==> src/rtl/glip_bb_host_bridge_if.sv <==
// GLIP host word channel between the debug host and the blackbone host bridge.
// The master modport is the host side, the slave modport is the bridge side.
interface glip_bb_host_bridge_if #(
  parameter int GLIP_WIDTH = 16
);
  logic [GLIP_WIDTH-1:0] glip_in_data;
  logic                  glip_in_valid;
  logic                  glip_in_ready;
  logic [GLIP_WIDTH-1:0] glip_out_data;
  logic                  glip_out_valid;
  logic                  glip_out_ready;

  modport master (
    output glip_in_data,
    output glip_in_valid,
    input  glip_in_ready,
    input  glip_out_data,
    input  glip_out_valid,
    output glip_out_ready
  );

  modport slave (
    input  glip_in_data,
    input  glip_in_valid,
    output glip_in_ready,
    output glip_out_data,
    output glip_out_valid,
    input  glip_out_ready
  );
endinterface

==> src/rtl/glip_bb_host_bridge.sv <==
// Decodes GLIP read/write burst commands and masters the blackbone external bus,
// returning the echoed header and read data on the GLIP output channel.
module glip_bb_host_bridge #(
  parameter int GLIP_WIDTH = 16,
  parameter int BB_AW      = 16,
  parameter int BB_DW      = 16,
  parameter int LEN_BITS   = 8
) (
  input  logic                 clk,
  input  logic                 rst,
  glip_bb_host_bridge_if.slave glip,
  output logic [BB_AW-1:0]     bb_addr_o,
  output logic [BB_DW-1:0]     bb_din_o,
  output logic                 bb_en_o,
  output logic [1:0]           bb_we_o,
  input  logic [BB_DW-1:0]     bb_dout_i,
  output logic                 busy_o,
  output logic                 err_o
);

  localparam logic [2:0] S_IDLE  = 3'd0;
  localparam logic [2:0] S_ADDR  = 3'd1;
  localparam logic [2:0] S_WDATA = 3'd2;
  localparam logic [2:0] S_WBUS  = 3'd3;
  localparam logic [2:0] S_RHDR  = 3'd4;
  localparam logic [2:0] S_RBUS  = 3'd5;
  localparam logic [2:0] S_RCAP  = 3'd6;
  localparam logic [2:0] S_RPUSH = 3'd7;

  localparam logic [BB_AW-1:0]    ADDR_ONE = {{(BB_AW-1){1'b0}}, 1'b1};
  localparam logic [LEN_BITS-1:0] CNT_ONE  = {{(LEN_BITS-1){1'b0}}, 1'b1};
  localparam logic [LEN_BITS-1:0] CNT_ZERO = {LEN_BITS{1'b0}};

  // Header bits between the W flag and the length field are reserved and must be zero.
  function automatic logic hdr_reserved_bad(input logic [GLIP_WIDTH-1:0] hdr);
    return (hdr[GLIP_WIDTH-2:LEN_BITS] != {(GLIP_WIDTH-1-LEN_BITS){1'b0}});
  endfunction

  logic [2:0]            state_r;
  logic [2:0]            state_nx_s;
  logic                  wr_r;
  logic [LEN_BITS-1:0]   cnt_r;
  logic [GLIP_WIDTH-1:0] hdr_r;
  logic                  in_ready_r;
  logic [GLIP_WIDTH-1:0] out_data_r;
  logic                  out_valid_r;
  logic [BB_AW-1:0]      addr_r;
  logic [BB_DW-1:0]      din_r;
  logic                  en_r;
  logic [1:0]            we_r;
  logic                  busy_r;
  logic                  err_r;
  logic                  in_fire_s;
  logic                  out_fire_s;
  logic                  hdr_bad_s;

  assign in_fire_s  = glip.glip_in_valid & in_ready_r;
  assign out_fire_s = out_valid_r & glip.glip_out_ready;
  assign hdr_bad_s  = hdr_reserved_bad(glip.glip_in_data);

  assign glip.glip_in_ready  = in_ready_r;
  assign glip.glip_out_data  = out_data_r;
  assign glip.glip_out_valid = out_valid_r;
  assign bb_addr_o = addr_r;
  assign bb_din_o  = din_r;
  assign bb_en_o   = en_r;
  assign bb_we_o   = we_r;
  assign busy_o    = busy_r;
  assign err_o     = err_r;

  // Next-state decode of the burst sequencer.
  always_comb begin
    state_nx_s = state_r;
    case (state_r)
      S_IDLE: begin
        if (in_fire_s && !hdr_bad_s) state_nx_s = S_ADDR;
        else                         state_nx_s = S_IDLE;
      end
      S_ADDR: begin
        if (in_fire_s) state_nx_s = wr_r ? S_WDATA : S_RHDR;
        else           state_nx_s = S_ADDR;
      end
      S_WDATA: begin
        if (in_fire_s) state_nx_s = S_WBUS;
        else           state_nx_s = S_WDATA;
      end
      S_WBUS: begin
        if (cnt_r == CNT_ZERO) state_nx_s = S_IDLE;
        else                   state_nx_s = S_WDATA;
      end
      S_RHDR: begin
        if (out_fire_s) state_nx_s = S_RBUS;
        else            state_nx_s = S_RHDR;
      end
      S_RBUS:  state_nx_s = S_RCAP;
      S_RCAP:  state_nx_s = S_RPUSH;
      S_RPUSH: begin
        if (out_fire_s) state_nx_s = (cnt_r == CNT_ZERO) ? S_IDLE : S_RBUS;
        else            state_nx_s = S_RPUSH;
      end
      default: state_nx_s = S_IDLE;
    endcase
  end

  // State, datapath and registered outputs; strobes/ready are decoded from the next state.
  always_ff @(posedge clk or posedge rst) begin
    if (rst) begin
      state_r     <= S_IDLE;
      wr_r        <= 1'b0;
      cnt_r       <= CNT_ZERO;
      hdr_r       <= {GLIP_WIDTH{1'b0}};
      in_ready_r  <= 1'b0;
      out_data_r  <= {GLIP_WIDTH{1'b0}};
      out_valid_r <= 1'b0;
      addr_r      <= {BB_AW{1'b0}};
      din_r       <= {BB_DW{1'b0}};
      en_r        <= 1'b0;
      we_r        <= 2'b00;
      busy_r      <= 1'b0;
      err_r       <= 1'b0;
    end else begin
      state_r    <= state_nx_s;
      in_ready_r <= (state_nx_s == S_IDLE) || (state_nx_s == S_ADDR) || (state_nx_s == S_WDATA);
      busy_r     <= (state_nx_s != S_IDLE);
      en_r       <= (state_nx_s == S_WBUS) || (state_nx_s == S_RBUS);
      we_r       <= (state_nx_s == S_WBUS) ? 2'b11 : 2'b00;
      err_r      <= (state_r == S_IDLE) && in_fire_s && hdr_bad_s;
      case (state_r)
        S_IDLE: begin
          if (in_fire_s && !hdr_bad_s) begin
            wr_r  <= glip.glip_in_data[GLIP_WIDTH-1];
            cnt_r <= glip.glip_in_data[LEN_BITS-1:0];
            hdr_r <= glip.glip_in_data;
          end
        end
        S_ADDR: begin
          if (in_fire_s) begin
            addr_r <= glip.glip_in_data;
            if (!wr_r) begin
              out_data_r  <= hdr_r;
              out_valid_r <= 1'b1;
            end
          end
        end
        S_WDATA: begin
          if (in_fire_s) din_r <= glip.glip_in_data;
        end
        S_WBUS: begin
          addr_r <= addr_r + ADDR_ONE;
          if (cnt_r != CNT_ZERO) cnt_r <= cnt_r - CNT_ONE;
        end
        S_RHDR: begin
          if (out_fire_s) out_valid_r <= 1'b0;
        end
        S_RBUS: begin
          out_valid_r <= 1'b0;
        end
        // Read data is valid on the bus the cycle after the strobe.
        S_RCAP: begin
          out_data_r  <= bb_dout_i;
          out_valid_r <= 1'b1;
          addr_r      <= addr_r + ADDR_ONE;
        end
        S_RPUSH: begin
          if (out_fire_s) begin
            out_valid_r <= 1'b0;
            if (cnt_r != CNT_ZERO) cnt_r <= cnt_r - CNT_ONE;
          end
        end
        default: begin
          out_valid_r <= 1'b0;
        end
      endcase
    end
  end

endmodule

==> src/flat_wrapper.sv <==
// flat-port wrapper written by rule: the top's interface ports become plain ports
module glip_bb_host_bridge_flat 
#(
  parameter int GLIP_WIDTH = 16,
  parameter int BB_AW      = 16,
  parameter int BB_DW      = 16,
  parameter int LEN_BITS   = 8
)
  (clk, rst, bb_addr_o, bb_din_o, bb_en_o, bb_we_o, bb_dout_i, busy_o, err_o, glip_glip_in_data, glip_glip_in_valid, glip_glip_in_ready, glip_glip_out_data, glip_glip_out_valid, glip_glip_out_ready);
  glip_bb_host_bridge_if #(.GLIP_WIDTH(GLIP_WIDTH)) glip_i ();
  input  logic clk;
  input  logic rst;
  output logic [BB_AW-1:0] bb_addr_o;
  output logic [BB_DW-1:0] bb_din_o;
  output logic bb_en_o;
  output logic [1:0] bb_we_o;
  input  logic [BB_DW-1:0] bb_dout_i;
  output logic busy_o;
  output logic err_o;
  input wire logic [$bits(glip_i.glip_in_data)-1:0] glip_glip_in_data;
  input wire logic [$bits(glip_i.glip_in_valid)-1:0] glip_glip_in_valid;
  output wire logic [$bits(glip_i.glip_in_ready)-1:0] glip_glip_in_ready;
  output wire logic [$bits(glip_i.glip_out_data)-1:0] glip_glip_out_data;
  output wire logic [$bits(glip_i.glip_out_valid)-1:0] glip_glip_out_valid;
  input wire logic [$bits(glip_i.glip_out_ready)-1:0] glip_glip_out_ready;
  assign glip_i.glip_in_data = glip_glip_in_data;
  assign glip_i.glip_in_valid = glip_glip_in_valid;
  assign glip_glip_in_ready = glip_i.glip_in_ready;
  assign glip_glip_out_data = glip_i.glip_out_data;
  assign glip_glip_out_valid = glip_i.glip_out_valid;
  assign glip_i.glip_out_ready = glip_glip_out_ready;
  glip_bb_host_bridge #(.GLIP_WIDTH(GLIP_WIDTH), .BB_AW(BB_AW), .BB_DW(BB_DW), .LEN_BITS(LEN_BITS)) u_core (.clk(clk), .rst(rst), .glip(glip_i), .bb_addr_o(bb_addr_o), .bb_din_o(bb_din_o), .bb_en_o(bb_en_o), .bb_we_o(bb_we_o), .bb_dout_i(bb_dout_i), .busy_o(busy_o), .err_o(err_o));
endmodule
==> config.mk <==
export PLATFORM = sky130hd
export DESIGN_NAME = glip_bb_host_bridge_flat
export DESIGN_NICKNAME = d
export VERILOG_FILES = /design/src/rtl/glip_bb_host_bridge_if.sv /design/src/rtl/glip_bb_host_bridge.sv /design/src/flat_wrapper.sv
export SDC_FILE = /design/constraint.sdc
export NUM_CORES = 1
export LEC_CHECK = 0
export ABC_AREA = 1
export BUFFER_PORTS_ARGS = -buffer_cell sky130_fd_sc_hd__buf_4
export CORE_AREA = 3 3 96 98
export CTS_CLUSTER_DIAMETER = 30
export DETAILED_ROUTE_END_ITERATION = 10
export DIE_AREA = 0 0 99 101
export MAX_ROUTING_LAYER = met4
export PLACE_DENSITY = 0.8
export SLEW_MARGIN = 0
export SYNTH_ARGS = -nofsm -noshare
export SYNTH_HDL_FRONTEND = slang
export SYNTH_SLANG_ARGS = --single-unit
==> constraint.sdc <==
create_clock -name clk -period 2.5 [get_ports clk]
set_input_delay 0.125 -clock clk [delete_from_list [all_inputs] [get_ports clk]]
set_output_delay 0.125 -clock clk [all_outputs]
set_load 0.005 [all_outputs]
==> results of run 1 <==
registers in the layout, indices dropped and copies added (netlist names):
register                    count
u_core.cnt_r                    8
u_core.bb_en_o                  1
u_core.busy_o                   1
u_core.glip.glip_out_data      16
u_core.state_r                  3
u_core.hdr_r                   15
u_core.glip.glip_out_valid      1
u_core.err_o                    1
u_core.bb_we_o                  1
u_core.bb_addr_o               16
u_core.bb_din_o                16
u_core.glip.glip_in_ready       1
u_core.wr_r                     1
worst paths after layout:
check / from / to / depth (start not counted)
setup / recovery: u_core.glip.glip_in_ready$_DFF_PP0_ / u_core.glip.glip_out_data[7]$_DFFE_PP0P_ / 7
hold / removal: glip_glip_in_data[6] / u_core.hdr_r[6]$_DFFE_PP0P_ / 3
setup reg to reg: u_core.glip.glip_in_ready$_DFF_PP0_ / u_core.glip.glip_out_data[7]$_DFFE_PP0P_ / 7
hold reg to reg: u_core.bb_din_o[5]$_DFFE_PP0P_ / u_core.bb_din_o[5]$_DFFE_PP0P_ / 2
max in group asynchronous: rst / u_core.cnt_r[6]$_DFFE_PP0P_ / 4
min in group asynchronous: rst / u_core.glip.glip_out_data[3]$_DFFE_PP0P_ / 3
report_power, final:
part           internal (mW)  total (mW)  switching (mW)
Combinational         0.0527       0.112          0.0596
Sequential              1.31        1.31               0
Clock                  0.685        1.16           0.476
Total                   2.05        2.58           0.536
metrics by stage:
step	worst slack [ps]	power (mW)
after floorplan	294.9	1.364
after global placement	627.4	1.434
after detailed placement	519.1	1.435
after CTS	511.9	2.599
after global routing	300.2	2.658
final	491.1	2.583
routing by layer:
| metal | vias up | part of all wire, % | track usage [%] |
|---|---|---|---|
| met1 | 1871 | 43 | 29.95 |
| li1 | 1962 | - | - |
| met5 | - | 0 | - |
| met3 | 20 | 8.2 | 4.014 |
| met4 | 0 | 2.2 | 9.139 |
| met2 | 172 | 46 | 37.40 |
Yosys cell counts (all sizes together):
library cell,n
xor2,2
a21o,1
or2,2
nor3,4
nand3b,2
a21oi,8
and2,4
nand3,31
inv,79
o21ai,72
o211ai,7
dfrtp,81
nor2,43
nand2,195
buf,15
xnor2,1
o21bai,1
a31oi,3
nand4,6
clkbuf,2
ha,3
cells by family after synthesis:
logic type	count (synthesis)	synth area share [%]
AND/OR/NAND/NOR	287	28.76
buffers and inverters	96	9.578
AO/OA/AOI/OAI	92	11.64
flip-flops	81	48.49
XOR/XNOR	3	0.6287
adder cells (fa/ha/maj)	3	0.8980
area by class of cell:
class,instances,area [um^2],area share [%]
Sequential cell,81,2027,38.42
Multi-Input combinational cell,385,1753,33.23
Clock inverter,5,103.9,1.969
Timing Repair Buffer,104,820.8,15.56
Clock buffer,10,137.6,2.609
Inverter,79,297.8,5.645
Tap cell,108,135.1,2.562
timing repair:
action | CTS | global route
hold buffers | 11 | 0
gates resized for setup | 0 | 0
endpoints found under the hold margin | 53 | 0
worst register-to-register path, stage by stage (launching register included):
cell and delay [ps]:
dfrtp_1 350, nand2_1 130, inv_1 160, nand2_1 120, nor3_4 440, or2_1 520
nand2_1 100, o21ai_1 110
==> impl_metrics.toml, run 1 <==
[cts]
cts_buffers = 9
tritoncts = "built"
cts_setup_buffers = 0
path_clk_slew_ps = 80
clkLatencyLatePin_ps = 350
clkSinkCount = 81
htree_levels = 3
clockRootBuffer = "clkbuf_8"
clockBufferDepth = 2

[yosys]
yosysSeqAreaShare_pct = 48.49
yosysTopAreaCellShare_pct = 48.49
ys_warn_count = 0
yosys.area.top_type = "dfrtp_1"
syn_area_um2 = 4180
synthTopCellsByArea = "dfrtp_1 48%, nand2_1 17%, inv_1 6.5%"
syn_inst = 562
synthDistinctLibCells = 32
ys_ff_latch = 81
syn_nets = 601
synth.avg_cell_area_um2 = 7.438

[sta]
fin_tns_setup_ps = 0
max_freq_mhz = 497.8
setup_viol = 0
fin_crit_ps = 2009
final_max_slew_viol_count = 0
slew_headroom_pct = 48.34
finalCritPeriodShare_pct = 80.36
fin_skew_ps = 10.01
rsz0062_at_grt = "no"
worst_pin_slew_ps = 774.0
whs_ps = 20.89
final_hold_viol_count = 0

[power_and_ir_drop]
p_leak_nw = 2.771
power.density_nw_per_um2 = 489.6
ir_drop_v = 0.0002562

[worst_setup_path]
cpPeakStageDelay_ps = 520
slowest_stage = "or2_1"
startpoint_type = "register"
reg2reg_slack_ps = 490
critPathArrivalTime_ps = 2280
worst-path-buf-inv = 1
crit_path_frequent_cell = "nand2_1"
crit_required_ps = 2770
critPathCaptureType = "register"
path_class = "register to register"
crit_fanout = 18
critPathTopFamily = "simple AND/OR/NAND/NOR gates"
cp_cell_sequence = "nand2_1 -> inv_1 -> nand2_1 -> nor3_4 -> or2_1 -> nand2_1 -> o21ai_1"

[floorplanning]
placeableCoreArea_um2 = 8551
die_width_um = 99
die-area_um2 = 9999
io_pins = 91
num_rows = 34
start_util_pct = 48.89
fp.dieH_um = 101

[placement]
port_buffers = 90
place_congestion = 0.9621
dp.cells = 746
dpl_cell_area_um2 = 4923
place_hpwl_mm = 8.060

[grt]
grt_max_degree = 45
grt_pass1_wl_mm = 18.00
grt_use_total_pct = 23.43
grt-ovfl-total = 0
grt_pass1_vias = 3791
antenna_found_initial = 0

[cells_and_area]
fillers = 735
instances_no_fill = 772
layout-drive-gt1-share_pct = 19.28
diodes = 0
syn_to_final_growth_pct = 26.19
final_common_cell = "nand2_1"
layout_common_cells = "190 x nand2_1, 92 x buf_4, 81 x dfrtp_1, 71 x inv_1, 39 x nor2_1"
postLayoutCellArea_um2 = 5275
final_net_count = 699
final_core_util_pct = 61.69

[routing]
first_iter_violations = 231
drt_wl_total_mm = 10.87
dr_total_vias = 4025
dr.pass1.iters = 5
wire_per_inst_um = 14.08
drc = 0
ant_nets = 0
viasPerCell = 5.214

[run]
maxCapViolCount = 0

[outcome]
status = "finished clean"

[min_path]
hp-class = "input port to register"
Power figures use the tool's default switching activity.
==> run 2: changes to the inputs <==
- clock period: 2.5 -> 2 ns (I/O delays scaled with it)
==> impl_metrics.toml, run 2 (synthesis gave the netlist of run 1 again) <==
[grt]
grt_pass1_vias = 3811
grt_pass1_wl_mm = 17.96
grt_max_degree = 35
antenna_found_initial = 0
grt_use_total_pct = 22.93
grt-ovfl-total = 0

[floorplanning]
io_pins = 91
start_util_pct = 48.89
num_rows = 34
fp.dieH_um = 101
die_width_um = 99
die-area_um2 = 9999
placeableCoreArea_um2 = 8551

[sta]
slew_headroom_pct = 62.37
setup_ws_ps = 222.8
max_freq_mhz = 562.7
rsz0062_at_grt = "no"
final_max_slew_viol_count = 0
whs_ps = 11.07
final_hold_viol_count = 0
fin_skew_ps = 8.633
fin_tns_setup_ps = 0
finalCritPeriodShare_pct = 88.86
fin_crit_ps = 1777
setup_viol = 0
worst_pin_slew_ps = 564.5

[cts]
cts_buffers = 9
ctsResizeCount = 0
tritoncts = "built"
htree_levels = 3
clkSinkCount = 81
path_clk_slew_ps = 80
postCtsHoldBufs = 12
clockBufferDepth = 2
cts_setup_buffers = 0
clkLatencyLatePin_ps = 350
clockRootBuffer = "clkbuf_8"

[cells_and_area]
multi_input_area_um2 = 1753
layout.area.seq_um2 = 2027
layout-drive-gt1-share_pct = 19.85
final_common_cell = "nand2_1"
fillers = 748
layout_common_cells = "190 x nand2_1, 96 x buf_4, 81 x dfrtp_1, 71 x inv_1, 39 x nor2_1"
final_core_util_pct = 62.16
diodes = 0
final_net_count = 704
syn_to_final_growth_pct = 27.15

[routing]
wire_per_inst_um = 13.84
viasPerCell = 5.113
dr_total_vias = 3978
drc = 0
ant_nets = 0
drt_wl_total_mm = 10.76
first_iter_violations = 234
dr.pass1.iters = 6

[power_and_ir_drop]
p_leak_nw = 2.792
power.density_nw_per_um2 = 597.6
finalPower_mw = 3.176
ir_drop_v = 0.0004078

[worst_setup_path]
startpoint_type = "register"
critPathArrivalTime_ps = 2030
crit_fanout = 19
critPathCaptureType = "register"
crit_required_ps = 2250
path_class = "register to register"

[placement]
place_congestion = 0.9535
port_buffers = 90
place_ws_ps = 273.1
place_hpwl_mm = 7.898

[outcome]
status = "finished clean"

[min_path]
hp-class = "input port to register"

[run]
maxCapViolCount = 0
==> run 2: cell count changes in the layout (fill, tap and decap cells not counted) <==
cell and delta:
clkinvlp_4 +1, clkbuf_8 +2, dlygate4sd3_1 +1, buf_4 +4
clkinv_2 -1, bufinv_16 -1
==> run 2: final timing paths <==
path | startpoint | endpoint | slack (ps) | depth (start not counted)
worst max register to register | u_core.state_r[2]$_DFF_PP0_ | u_core.bb_addr_o[7]$_DFFE_PP0P_ | 220 | 8
worst min-delay path | glip_glip_in_data[7] | u_core.bb_din_o[7]$_DFFE_PP0P_ | 10 | 3
min in group asynchronous | rst | u_core.hdr_r[4]$_DFFE_PP0P_ | 350 | 3
worst max-delay path | u_core.state_r[2]$_DFF_PP0_ | u_core.bb_addr_o[7]$_DFFE_PP0P_ | 220 | 8
worst min register to register | u_core.hdr_r[13]$_DFFE_PP0P_ | u_core.hdr_r[13]$_DFFE_PP0P_ | 490 | 2
max in group asynchronous | rst | u_core.bb_din_o[10]$_DFFE_PP0P_ | 940 | 4
==> run 2: worst max-delay path: stages (launching register included) <==
cell     delay (ps)
dfrtp_1         510
inv_2           170
nor2_2           80
nor2_4          280
nand2_2         310
o21ai_1         160
nand2_1          70
nand2_1          50
inv_1            40
==> run 2: layout make-up <==
| class | instances | share of cell area (%) |
|---|---|---|
| Sequential cell | 81 | 38.14 |
| Multi-Input combinational cell | 385 | 32.98 |
| Timing Repair Buffer | 109 | 16.20 |
| Inverter | 79 | 5.650 |
| Clock buffer | 12 | 3.107 |
| Tap cell | 108 | 2.542 |
| Clock inverter | 4 | 1.389 |
==> run 2: stage by stage <==
stage | std cells | cell area [um^2]
5_1_grt | 778 | 5315
3_5_place_dp | 750 | 4956
2_1_floorplan | 562 | 4184
3_3_place_gp | 750 | 4956
6_report | 778 | 5315
4_1_cts | 778 | 5315
==> run 2: power breakdown <==
group,internal (mW),switching (mW)
Clock,0.806,0.592
Sequential,1.64,0
Combinational,0.0685,0.0741
Total,2.51,0.666
==> run 2: per-layer routing <==
metal  track usage [%]  routed length, um
met1             30.22               4857
met2             35.95               4948
met3             3.114                711
met4             9.349                246
met5                 -                  0
==> run 3: changes to the inputs <==
- CORE_AREA: 3 3 96 98 -> 3 3 92 94
- DIE_AREA: 0 0 99 101 -> 0 0 95 97
- PLACE_DENSITY: 0.8 -> 0.88
- SLEW_MARGIN: 0 -> 10
==> impl_metrics.toml, run 3 (synthesis gave the netlist of run 1 again) <==
[cts]
tritoncts = "built"
path_clk_slew_ps = 80
clkSinkCount = 81
cts_setup_buffers = 0
clockBufferDepth = 2
clkLatencyLatePin_ps = 350
htree_levels = 3
cts_buffers = 9
clockRootBuffer = "clkbuf_8"

[cells_and_area]
layout_common_cells = "190 x nand2_1, 95 x buf_4, 81 x dfrtp_1, 71 x inv_1, 39 x nor2_1"
syn_to_final_growth_pct = 27.00
final_net_count = 704
layout.area.seq_um2 = 2027
layout-drive-gt1-share_pct = 19.43
diodes = 0
final_common_cell = "nand2_1"
fillers = 654
multi_input_area_um2 = 1758

[sta]
worst_pin_slew_ps = 579.2
final_max_slew_viol_count = 0
fin_tns_setup_ps = 0
slew_headroom_pct = 61.39
rsz0062_at_grt = "no"
finalCritPeriodShare_pct = 89.06
final_hold_viol_count = 0
fin_crit_ps = 1781
fin_skew_ps = 8.939
max_freq_mhz = 561.4
setup_ws_ps = 218.8
setup_viol = 0

[routing]
first_iter_violations = 287
ant_nets = 0
dr.pass1.iters = 5
wire_per_inst_um = 14.10
dr_total_vias = 4080
drc = 0
drt_wl_total_mm = 10.87
viasPerCell = 5.292

[worst_setup_path]
reg2reg_slack_ps = 220
crit_fanout = 15
path_class = "register to register"
slowest_stage = "dfrtp_1"
critPathCaptureType = "register"
crit_required_ps = 2240
cpPeakStageDelay_ps = 450
crit_path_frequent_cell = "nand2_1"
startpoint_type = "register"
critPathArrivalTime_ps = 2020
cp_cell_sequence = "nand2_2 -> inv_2 -> nand3_1 -> nand2_1 -> inv_2 -> nand3_2 -> inv_1 -> nand2_1 -> nand2_1"

[grt]
grtUsageMet3_pct = 4.666
gr-usage-met1_pct = 32.81
grt_max_degree = 82
grt_pass1_vias = 3963
grtUsageMet2_pct = 41.21
grt_pass1_wl_mm = 18.44
grt-ovfl-total = 0
grt_use_total_pct = 25.71
antenna_found_initial = 0
busiest_layer = "met2"

[placement]
place_hpwl_mm = 7.825
place_ws_ps = 205.9
port_buffers = 90
place_congestion = 0.8654

[power_and_ir_drop]
power.density_nw_per_um2 = 599.8
p_leak_nw = 2.778
ir_drop_v = 0.0003288

[floorplanning]
io_pins = 91
die-area_um2 = 9215
num_rows = 32
start_util_pct = 54.10
placeableCoreArea_um2 = 7727
fp.dieH_um = 97
die_width_um = 95

[min_path]
hp-class = "input port to register"

[outcome]
status = "finished clean"

[run]
maxCapViolCount = 0
[run 3: changes by cell type in the layout (fill, tap and decap cells not counted), sizes merged]
cell         previous run  this run
dlygate4sd3            12        13
buf                    97        96
clkbuf                 12        10
clkinv                  2         0
clkinvlp                1         3
bufinv                  2         3
[run 3: where the power goes]
part	leakage, nW	total (mW)	switching [mW]	internal (mW)
clock	0.109	1.41	0.585	0.823
sequential	0.960	1.64	0	1.64
combinational	1.71	0.140	0.0718	0.0687
[run 3: repair_timing]
item                       4_1_cts  5_1_grt
hold buffers                    13        0
hold endpoints to repair        93        0
gates resized for setup          0        1
setup endpoints to repair        0        4
[run 3: per-layer routing]
layer / vias to the layer above / share of wire (%)
met2: 190 / 48
met3: 29 / 8.1
met5: - / 0
met4: 0 / 2.0
met1: 1887 / 42
li1: 1974 / -
[run 3: final timing paths]
check / start / end / depth (start not counted)
max in group asynchronous: rst / u_core.cnt_r[4]$_DFFE_PP0P_ / 4
min: glip_glip_in_data[4] / u_core.bb_din_o[4]$_DFFE_PP0P_ / 3
max: u_core.state_r[0]$_DFF_PP0_ / u_core.cnt_r[7]$_DFFE_PP0P_ / 9
min reg2reg: u_core.bb_din_o[6]$_DFFE_PP0P_ / u_core.bb_din_o[6]$_DFFE_PP0P_ / 2
min in group asynchronous: rst / u_core.glip.glip_out_data[5]$_DFFE_PP0P_ / 4
max reg2reg: u_core.state_r[0]$_DFF_PP0_ / u_core.cnt_r[7]$_DFFE_PP0P_ / 9
[run 3: final cells by class]
class | instances | share of cell area (%)
Sequential cell | 81 | 38.18
Tap cell | 102 | 2.404
Clock inverter | 5 | 1.980
Timing Repair Buffer | 109 | 16.26
Clock buffer | 10 | 2.404
Inverter | 79 | 5.656
Multi-Input combinational cell | 385 | 33.11
[run 3: stage by stage]
step                instances  instance area [um^2]  utilization, %  power, mW  hold slack, ps
floorplan                 562                  4184               -      1.706           209.6
global placement          743                  4941           63.94      1.787           252.1
detailed placement        743                  4941           63.94      1.789           258.1
CTS                       771                  5304           68.64      3.208           2.884
global route              771                  5309           68.70      3.303           8.272
finish                    771                  5309           68.70      3.184           12.10
[run 3: worst max-delay path: cells and delay by family, from the launching register on]
| kind | cells | cell delay (ps) |
|---|---|---|
| flip-flops | 1 | 450 |
| buffers and inverters | 3 | 380 |
| AND/OR/NAND/NOR | 6 | 830 |
